--- src/rtl/cxu_l2_slice_if.sv ---
// rtl/cxu_l2_slice_if.sv - CXU-L2 request/response bundle with requester (master) and responder (slave) views
interface cxu_l2_slice_if #(
  parameter int CXU_N_CXUS    = 1,
  parameter int CXU_N_STATES  = 1,
  parameter int CXU_FUNC_ID_W = 10,
  parameter int CXU_INSN_W    = 0,
  parameter int CXU_DATA_W    = 32
);
  localparam int CXU_CXU_ID_W   = (CXU_N_CXUS > 1) ? $clog2(CXU_N_CXUS) : 1;
  localparam int CXU_STATE_ID_W = (CXU_N_STATES > 1) ? $clog2(CXU_N_STATES) : 1;
  localparam int INSN_W         = (CXU_INSN_W > 0) ? CXU_INSN_W : 1;

  logic                      req_valid;
  logic                      req_ready;
  logic [CXU_CXU_ID_W-1:0]   req_cxu;
  logic [CXU_STATE_ID_W-1:0] req_state;
  logic [CXU_FUNC_ID_W-1:0]  req_func;
  logic [INSN_W-1:0]         req_insn;
  logic [CXU_DATA_W-1:0]     req_data0;
  logic [CXU_DATA_W-1:0]     req_data1;
  logic                      resp_valid;
  logic                      resp_ready;
  logic [1:0]                resp_status;
  logic [CXU_DATA_W-1:0]     resp_data;

  modport master (
    output req_valid, req_cxu, req_state, req_func, req_insn, req_data0, req_data1,
    input  req_ready,
    input  resp_valid, resp_status, resp_data,
    output resp_ready
  );

  modport slave (
    input  req_valid, req_cxu, req_state, req_func, req_insn, req_data0, req_data1,
    output req_ready,
    output resp_valid, resp_status, resp_data,
    input  resp_ready
  );
endinterface

--- src/rtl/cxu_l2_slice.sv ---
// rtl/cxu_l2_slice.sv - Registered CXU-L2 slice: 2-deep request/response FIFOs with outstanding-request cap
// Define CXU_L2_SLICE_PERF_EN to add the perf_reqs/perf_gate_cycles/perf_resp_stall counters.
module cxu_l2_slice #(
  parameter int CXU_N_CXUS    = 1,
  parameter int CXU_N_STATES  = 1,
  parameter int CXU_FUNC_ID_W = 10,
  parameter int CXU_INSN_W    = 0,
  parameter int CXU_DATA_W    = 32,
  parameter int MAX_OUT       = 4
) (
  input  logic           clk,
  input  logic           rst_n,
  cxu_l2_slice_if.slave  up,
  cxu_l2_slice_if.master dn
`ifdef CXU_L2_SLICE_PERF_EN
  ,
  output logic [31:0]    perf_reqs,
  output logic [31:0]    perf_gate_cycles,
  output logic [31:0]    perf_resp_stall
`endif
);
  localparam int CXU_CXU_ID_W   = (CXU_N_CXUS > 1) ? $clog2(CXU_N_CXUS) : 1;
  localparam int CXU_STATE_ID_W = (CXU_N_STATES > 1) ? $clog2(CXU_N_STATES) : 1;
  localparam int INSN_W         = (CXU_INSN_W > 0) ? CXU_INSN_W : 1;
  localparam int REQ_W          = CXU_CXU_ID_W + CXU_STATE_ID_W + CXU_FUNC_ID_W + INSN_W + 2 * CXU_DATA_W;
  localparam int RESP_W         = 2 + CXU_DATA_W;
  localparam int OUT_W          = $clog2(MAX_OUT + 1);
  localparam logic [OUT_W-1:0] OUT_MAX = OUT_W'(MAX_OUT);
  localparam logic [OUT_W-1:0] OUT_ONE = OUT_W'(1);

  typedef enum logic {ST_INIT, ST_RUN} state_e;

  state_e            state_q, state_d;
  logic [1:0]        req_cnt_q, req_cnt_d;
  logic [1:0]        resp_cnt_q, resp_cnt_d;
  logic [REQ_W-1:0]  req_head_q, req_head_d, req_tail_q, req_tail_d, req_in;
  logic [RESP_W-1:0] resp_head_q, resp_head_d, resp_tail_q, resp_tail_d, resp_in;
  logic [OUT_W-1:0]  out_q, out_d;
  logic              pres_q, pres_d;

  logic run, gate_open;
  logic up_req_ready, dn_req_valid, dn_resp_ready, up_resp_valid;
  logic req_push, req_pop, resp_push, resp_pop;

  // Readies stay low until the first clock edge after reset release.
  assign run           = (state_q == ST_RUN);
  assign up_req_ready  = run && (req_cnt_q != 2'd2);
  assign req_push      = up.req_valid && up_req_ready;
  assign gate_open     = pres_q || (out_q < OUT_MAX);
  assign dn_req_valid  = (req_cnt_q != 2'd0) && gate_open;
  assign req_pop       = dn_req_valid && dn.req_ready;
  assign dn_resp_ready = run && (resp_cnt_q != 2'd2);
  assign resp_push     = dn.resp_valid && dn_resp_ready;
  assign up_resp_valid = (resp_cnt_q != 2'd0);
  assign resp_pop      = up_resp_valid && up.resp_ready;

  assign req_in  = {up.req_cxu, up.req_state, up.req_func, up.req_insn, up.req_data0, up.req_data1};
  assign resp_in = {dn.resp_status, dn.resp_data};

  assign up.req_ready  = up_req_ready;
  assign dn.req_valid  = dn_req_valid;
  assign {dn.req_cxu, dn.req_state, dn.req_func, dn.req_insn, dn.req_data0, dn.req_data1} = req_head_q;
  assign dn.resp_ready = dn_resp_ready;
  assign up.resp_valid = up_resp_valid;
  assign {up.resp_status, up.resp_data} = resp_head_q;

  always_comb begin
    state_d = state_q;
    if (state_q == ST_INIT) begin
      state_d = ST_RUN;
    end
  end

  // Shift-register FIFO: head is always the presented entry; a push lands in the first free slot after any pop.
  always_comb begin
    req_head_d = req_head_q;
    req_tail_d = req_tail_q;
    req_cnt_d  = req_cnt_q;
    if (req_pop) begin
      req_head_d = req_tail_q;
    end
    if (req_push) begin
      if ((req_cnt_q == 2'd0) || ((req_cnt_q == 2'd1) && req_pop)) begin
        req_head_d = req_in;
      end else begin
        req_tail_d = req_in;
      end
    end
    case ({req_push, req_pop})
      2'b10:   req_cnt_d = req_cnt_q + 2'd1;
      2'b01:   req_cnt_d = req_cnt_q - 2'd1;
      default: req_cnt_d = req_cnt_q;
    endcase
  end

  always_comb begin
    resp_head_d = resp_head_q;
    resp_tail_d = resp_tail_q;
    resp_cnt_d  = resp_cnt_q;
    if (resp_pop) begin
      resp_head_d = resp_tail_q;
    end
    if (resp_push) begin
      if ((resp_cnt_q == 2'd0) || ((resp_cnt_q == 2'd1) && resp_pop)) begin
        resp_head_d = resp_in;
      end else begin
        resp_tail_d = resp_in;
      end
    end
    case ({resp_push, resp_pop})
      2'b10:   resp_cnt_d = resp_cnt_q + 2'd1;
      2'b01:   resp_cnt_d = resp_cnt_q - 2'd1;
      default: resp_cnt_d = resp_cnt_q;
    endcase
  end

  // A presented request keeps its gate decision so t_req_valid is never withdrawn before handshake.
  always_comb begin
    out_d  = out_q;
    pres_d = dn_req_valid && !dn.req_ready;
    if (req_pop && !resp_pop) begin
      out_d = out_q + OUT_ONE;
    end else if (resp_pop && !req_pop && (out_q != '0)) begin
      out_d = out_q - OUT_ONE;
    end
  end

  always_ff @(posedge clk or negedge rst_n) begin
    if (!rst_n) begin
      state_q     <= ST_INIT;
      req_cnt_q   <= 2'd0;
      req_head_q  <= '0;
      req_tail_q  <= '0;
      resp_cnt_q  <= 2'd0;
      resp_head_q <= '0;
      resp_tail_q <= '0;
      out_q       <= '0;
      pres_q      <= 1'b0;
    end else begin
      state_q     <= state_d;
      req_cnt_q   <= req_cnt_d;
      req_head_q  <= req_head_d;
      req_tail_q  <= req_tail_d;
      resp_cnt_q  <= resp_cnt_d;
      resp_head_q <= resp_head_d;
      resp_tail_q <= resp_tail_d;
      out_q       <= out_d;
      pres_q      <= pres_d;
    end
  end

`ifdef CXU_L2_SLICE_PERF_EN
  logic [31:0] perf_reqs_q, perf_gate_q, perf_stall_q;

  always_ff @(posedge clk or negedge rst_n) begin
    if (!rst_n) begin
      perf_reqs_q  <= 32'd0;
      perf_gate_q  <= 32'd0;
      perf_stall_q <= 32'd0;
    end else begin
      if (req_push) begin
        perf_reqs_q <= perf_reqs_q + 32'd1;
      end
      if ((req_cnt_q != 2'd0) && (out_q == OUT_MAX)) begin
        perf_gate_q <= perf_gate_q + 32'd1;
      end
      if (up_resp_valid && !up.resp_ready) begin
        perf_stall_q <= perf_stall_q + 32'd1;
      end
    end
  end

  assign perf_reqs        = perf_reqs_q;
  assign perf_gate_cycles = perf_gate_q;
  assign perf_resp_stall  = perf_stall_q;
`endif

`ifndef SYNTHESIS
  // A downstream response with nothing outstanding is still buffered; this flags the protocol breach.
  unsolicited_resp_a: assert property (@(posedge clk) disable iff (!rst_n) !(dn.resp_valid && (out_q == '0)));
`endif
endmodule

--- src/flat_wrapper.sv ---
// flat-port wrapper written by rule: the top's interface ports become plain ports
module cxu_l2_slice_flat 
#(
  parameter int CXU_N_CXUS    = 1,
  parameter int CXU_N_STATES  = 1,
  parameter int CXU_FUNC_ID_W = 10,
  parameter int CXU_INSN_W    = 0,
  parameter int CXU_DATA_W    = 32,
  parameter int MAX_OUT       = 4
)
  (clk, rst_n, up_req_valid, up_req_cxu, up_req_state, up_req_func, up_req_insn, up_req_data0, up_req_data1, up_req_ready, up_resp_valid, up_resp_status, up_resp_data, up_resp_ready, dn_req_valid, dn_req_cxu, dn_req_state, dn_req_func, dn_req_insn, dn_req_data0, dn_req_data1, dn_req_ready, dn_resp_valid, dn_resp_status, dn_resp_data, dn_resp_ready);
  cxu_l2_slice_if #(.CXU_N_CXUS(CXU_N_CXUS), .CXU_N_STATES(CXU_N_STATES), .CXU_FUNC_ID_W(CXU_FUNC_ID_W), .CXU_INSN_W(CXU_INSN_W), .CXU_DATA_W(CXU_DATA_W)) up_i ();
  cxu_l2_slice_if #(.CXU_N_CXUS(CXU_N_CXUS), .CXU_N_STATES(CXU_N_STATES), .CXU_FUNC_ID_W(CXU_FUNC_ID_W), .CXU_INSN_W(CXU_INSN_W), .CXU_DATA_W(CXU_DATA_W)) dn_i ();
  input  logic clk;
  input  logic rst_n;
  input wire logic [$bits(up_i.req_valid)-1:0] up_req_valid;
  input wire logic [$bits(up_i.req_cxu)-1:0] up_req_cxu;
  input wire logic [$bits(up_i.req_state)-1:0] up_req_state;
  input wire logic [$bits(up_i.req_func)-1:0] up_req_func;
  input wire logic [$bits(up_i.req_insn)-1:0] up_req_insn;
  input wire logic [$bits(up_i.req_data0)-1:0] up_req_data0;
  input wire logic [$bits(up_i.req_data1)-1:0] up_req_data1;
  output wire logic [$bits(up_i.req_ready)-1:0] up_req_ready;
  output wire logic [$bits(up_i.resp_valid)-1:0] up_resp_valid;
  output wire logic [$bits(up_i.resp_status)-1:0] up_resp_status;
  output wire logic [$bits(up_i.resp_data)-1:0] up_resp_data;
  input wire logic [$bits(up_i.resp_ready)-1:0] up_resp_ready;
  output wire logic [$bits(dn_i.req_valid)-1:0] dn_req_valid;
  output wire logic [$bits(dn_i.req_cxu)-1:0] dn_req_cxu;
  output wire logic [$bits(dn_i.req_state)-1:0] dn_req_state;
  output wire logic [$bits(dn_i.req_func)-1:0] dn_req_func;
  output wire logic [$bits(dn_i.req_insn)-1:0] dn_req_insn;
  output wire logic [$bits(dn_i.req_data0)-1:0] dn_req_data0;
  output wire logic [$bits(dn_i.req_data1)-1:0] dn_req_data1;
  input wire logic [$bits(dn_i.req_ready)-1:0] dn_req_ready;
  input wire logic [$bits(dn_i.resp_valid)-1:0] dn_resp_valid;
  input wire logic [$bits(dn_i.resp_status)-1:0] dn_resp_status;
  input wire logic [$bits(dn_i.resp_data)-1:0] dn_resp_data;
  output wire logic [$bits(dn_i.resp_ready)-1:0] dn_resp_ready;
  assign up_i.req_valid = up_req_valid;
  assign up_i.req_cxu = up_req_cxu;
  assign up_i.req_state = up_req_state;
  assign up_i.req_func = up_req_func;
  assign up_i.req_insn = up_req_insn;
  assign up_i.req_data0 = up_req_data0;
  assign up_i.req_data1 = up_req_data1;
  assign up_req_ready = up_i.req_ready;
  assign up_resp_valid = up_i.resp_valid;
  assign up_resp_status = up_i.resp_status;
  assign up_resp_data = up_i.resp_data;
  assign up_i.resp_ready = up_resp_ready;
  assign dn_req_valid = dn_i.req_valid;
  assign dn_req_cxu = dn_i.req_cxu;
  assign dn_req_state = dn_i.req_state;
  assign dn_req_func = dn_i.req_func;
  assign dn_req_insn = dn_i.req_insn;
  assign dn_req_data0 = dn_i.req_data0;
  assign dn_req_data1 = dn_i.req_data1;
  assign dn_i.req_ready = dn_req_ready;
  assign dn_i.resp_valid = dn_resp_valid;
  assign dn_i.resp_status = dn_resp_status;
  assign dn_i.resp_data = dn_resp_data;
  assign dn_resp_ready = dn_i.resp_ready;
  cxu_l2_slice #(.CXU_N_CXUS(CXU_N_CXUS), .CXU_N_STATES(CXU_N_STATES), .CXU_FUNC_ID_W(CXU_FUNC_ID_W), .CXU_INSN_W(CXU_INSN_W), .CXU_DATA_W(CXU_DATA_W), .MAX_OUT(MAX_OUT)) u_core (.clk(clk), .rst_n(rst_n), .up(up_i), .dn(dn_i));
endmodule
--- config.mk ---
export PLATFORM = sky130hd
export DESIGN_NAME = cxu_l2_slice_flat
export DESIGN_NICKNAME = d
export VERILOG_FILES = /design/src/rtl/cxu_l2_slice_if.sv /design/src/rtl/cxu_l2_slice.sv /design/src/flat_wrapper.sv
export SDC_FILE = /design/constraint.sdc
export NUM_CORES = 1
export LEC_CHECK = 0
export ABC_AREA = 1
export CAP_MARGIN = 15
export CELL_PAD_IN_SITES_DETAIL_PLACEMENT = 0
export CELL_PAD_IN_SITES_GLOBAL_PLACEMENT = 1
export CORE_MARGIN = 2
export CORE_UTILIZATION = 40
export DETAILED_ROUTE_END_ITERATION = 8
export PLACE_DENSITY = 0.94
export SYNTH_ARGS = -nofsm -noshare
export SYNTH_HDL_FRONTEND = slang
export SYNTH_SLANG_ARGS = --single-unit
--- constraint.sdc ---
create_clock -name clk -period 3.9 [get_ports clk]
set_input_delay 0.39 -clock clk [delete_from_list [all_inputs] [get_ports clk]]
set_output_delay 0.39 -clock clk [all_outputs]
set_load 0.01 [all_outputs]
==> out/results.txt <==
From synthesis to final layout, the design area changed by 31.92%. For the number of setup buffers added after CTS, the log shows 0. Achievable clock frequency: 395.2 MHz. The run gives 8816 as the number of global-route vias before repair. In this run the tightest slew margin relative to its limit is 33.26%.

After detailed routing, the average wire length per cell comes to 15.06 um. Yosys mapped the design onto 27 distinct sky130hd cell types. For this run the aggregate overflow at the end of global routing stands at 0. The routability-driven placement congestion ratio came out at 0.8023.

The root buffer cell chosen for the clock tree is clkbuf_16. The run gives 0 as the max-slew violation count. Once the floorplan was initialized, standard cells occupied 40.29% of the core. The analysis attributes to cell leakage a power of 6.991 nW.

Total of buffers placed on input and output ports: 231. The largest driver fanout on the critical path was 79. In this run the cell area of the synthesized design comes to 0.01041 sq mm.

Ranked by total cell area, the synthesized netlist is headed by dfrtp_1 (56%), nand2_1 (22%), nand3_1 (4.0%), inv_1 (3.1%), o21ai_1 (2.9%). Of the synthesized area, sequential elements account for 55.54%. Leaving out fill and tap cells, the most frequent cell in the layout is nand2_1.

By startpoint and endpoint, the worst setup path is classified as flip-flop to flip-flop. The top cell types in the final layout, fill and taps aside, are nand2_1 (614), dfrtp_1 (231), clkdlybuf4s50_1 (230). The die is 165.3 um tall.

The worst register-to-register path has a depth of 8. The number of nets in the synthesized netlist was 1436. Post-route minimum period: 2.530 ns.

The detail route stage leaves a number of antenna-violating nets equal to 0. The TritonCTS sink count is 231, and the number of buffers on the longest clock path is 3. In the routed design, unresolved DRC markers number 0.

Once the clock tree was built, the resizer swapped 0 gates to a different size. STA classifies the critical path endpoint as a flip-flop. For the synthesized instance count, the log shows 1310. The worst hold path belongs to the class input port to async pin. The synthesized design contains 231 register bits. The synthesized design devotes to its leading area cell type 55.54% of total area.

Setup total negative slack on the finished layout was measured at 0 ns. The floorplan die width works out to 165.3 um. The run finished with clean final reports. Power spread over the standard cell area amounts to 787.5 mW/mm^2. For the pin with the worst max-slew slack, the measured transition is 1.001 ns.

Across the run, the number of max-cap violations was 0. The initial antenna violation count came out at 0. Setup repair after global routing left no endpoint under its margin. The routed layout has 9008 vias. The floorplan step defined a die boundary enclosing 0.02733 sq mm. In this run the register-to-register setup slack is 1.37 ns. The tools report the number of search-and-repair iterations in the first detailed-routing pass as 5.

The final layout contains routed wiring with a total length of 27.90 mm. The number of antenna diodes in the final layout is 0. The number of top-level pins is 232, and the number of cells in the finished layout apart from fillers is 1853. The logs give 0 for the hold violation total from the final report and 2.92 ns for the worst endpoint data arrival time. The fraction of final layout cells with drive strength greater than 1 works out to 4.084%. The tools report the net total in the final layout as 1632. For the worst setup path, the data required time is 4.29 ns.

Yosys printed 0 warnings. The worst flop-to-flop path startpoint is u_core.req_cnt_q[0]. Startpoint kind of the worst setup timing path: a flip-flop. The row count is 59, and the CTS buffer count is 26.

The run gives 0 as the count of endpoints failing setup in the final report. TritonCTS built the clock tree. The average footprint of a synthesized cell was 7.946 sq um; the CTS clock-pin slew for the worst setup and hold paths was 0.06 ns.

Dividing the detail-routed via count by the number of cells gives 4.861. The latest clock arrival within the worst-skew pair was 0.52 ns; the detailed-placement wirelength estimate was 16.71 mm. The synthesized design spends more area on one cell type than any other, namely dfrtp_1.

Across the VDD grid, the largest voltage drop is 0.0003898 V. After the first detailed-routing iteration, the DRC count stood at 824. The area of the core region was 0.02584 sq mm; the total placed cells including tap cells was 1812. Of the available clock period, the critical path in the final layout requires 64.87%. Clock skew on the completed layout was measured at 0.007832 ns. The overall routing resource usage was 20.49%. The run gives 45.09 mm as the global-route wire length before repair. The number of levels the H-tree was split into is 1. Entering global routing, the biggest net connects 101 pins. The capturing point of the worst reg2reg path is u_core.req_head_q[40].
==> timing repair <==
| action | in CTS | in global routing |
|---|---|---|
| endpoints found under the setup margin | 0 | 0 |
| hold buffers | 1 | 0 |
| endpoints found under the hold margin | 83 | 0 |
==> power by group <==
part	switching [W]	internal [W]
Clock	0.000937	0.00135
Sequential	0.000608	0.00348
Combinational	0.00247	0.00196
Total	0.00402	0.00679
==> registers in the layout, indices dropped and copies added (netlist names) <==
name                flops
u_core.req_head_q      77
u_core.req_tail_q      77
u_core.resp_head_q     34
u_core.resp_tail_q     34
u_core.out_q            3
u_core.req_cnt_q        2
u_core.resp_cnt_q       2
u_core.pres_q           1
u_core.run              1
==> cell type report <==
cell class                 instances  area (sq um)
clock buffer                      37         733.2
timing repair buffer             248          2497
inverter                          92         345.3
fill                            2442         12110
tap                              335         419.2
multi-input combinational        907          3915
sequential                       231          5781
clock inverter                     3         40.04
==> how the worst max path moves through the flow <==
stage                                 end  slack, ns                 start  cells after the start
floorplan             u_core.req_cnt_q[1]       1.95   u_core.req_cnt_q[0]                     10
global placement      u_core.req_cnt_q[1]       1.24          up_req_valid                      7
detailed placement    u_core.req_cnt_q[1]       1.22          up_req_valid                      7
CTS                          dn_req_valid       1.36   u_core.req_cnt_q[0]                      4
global route        u_core.resp_tail_q[4]       1.22  u_core.resp_cnt_q[0]                      9
finish              u_core.req_head_q[40]       1.37   u_core.req_cnt_q[0]                      8
==> cells by family (layout without fill, tap and decap cells) <==
| family | Yosys count | in the layout | synth area share, % |
|---|---|---|---|
| flip-flops | 231 | 231 | 55.54 |
| other | 1 | 1 | 0.03603 |
| adder cells (fa/ha/maj) | 9 | 9 | 1.154 |
| XOR/XNOR | 4 | 4 | 0.3365 |
| AO/OA/AOI/OAI | 149 | 149 | 7.573 |
| AND/OR/NAND/NOR | 744 | 744 | 28.31 |
| buffers and inverters | 172 | 380 | 7.056 |
==> worst max-delay path, stage by stage, from the launching register on <==
cell	delay [ns]
dfrtp_1	0.39
inv_1	0.08
ha_1	0.25
nor3b_4	0.26
buf_4	0.79
nand2_2	0.14
buf_12	0.26
nand2_1	0.10
nand2_1	0.07
==> synth_stat cells, drive strengths merged <==
cell and count:
nor2 39, inv 91, clkinv 1, nand2 616
nand3 85, nand4 3, conb 1, clkbuf 35
a21oi 2, xnor2 4, nor3b 1, fa 1
ha 8, buf 45, dfrtp 231, a31oi 34
o21ai 113
==> metrics by stage <==
stage	utilization [%]	area [sq um]	setup WS [ns]	power (W)	hold WS, ns
2_1_floorplan	-	10410	1.955	0.006621	0.09441
3_3_place_gp	50.11	12950	1.242	0.008429	0.4393
3_5_place_dp	50.11	12950	1.215	0.008582	0.4354
4_1_cts	53.14	13730	1.358	0.01094	0.4116
5_1_grt	53.14	13730	1.217	0.01167	0.4287
6_report	53.14	13730	1.370	0.01081	0.4371
==> layer usage <==
layer / track usage, % / vias up / wire, um
li1: - / 4487 / -
met1: 27.15 / 4216 / 12480
met2: 34.19 / 272 / 12760
met3: 5.020 / 33 / 2216
met4: 4.624 / 0 / 437
met5: 0 / - / 0
Note: power is estimated with default switching activity, not from simulation.
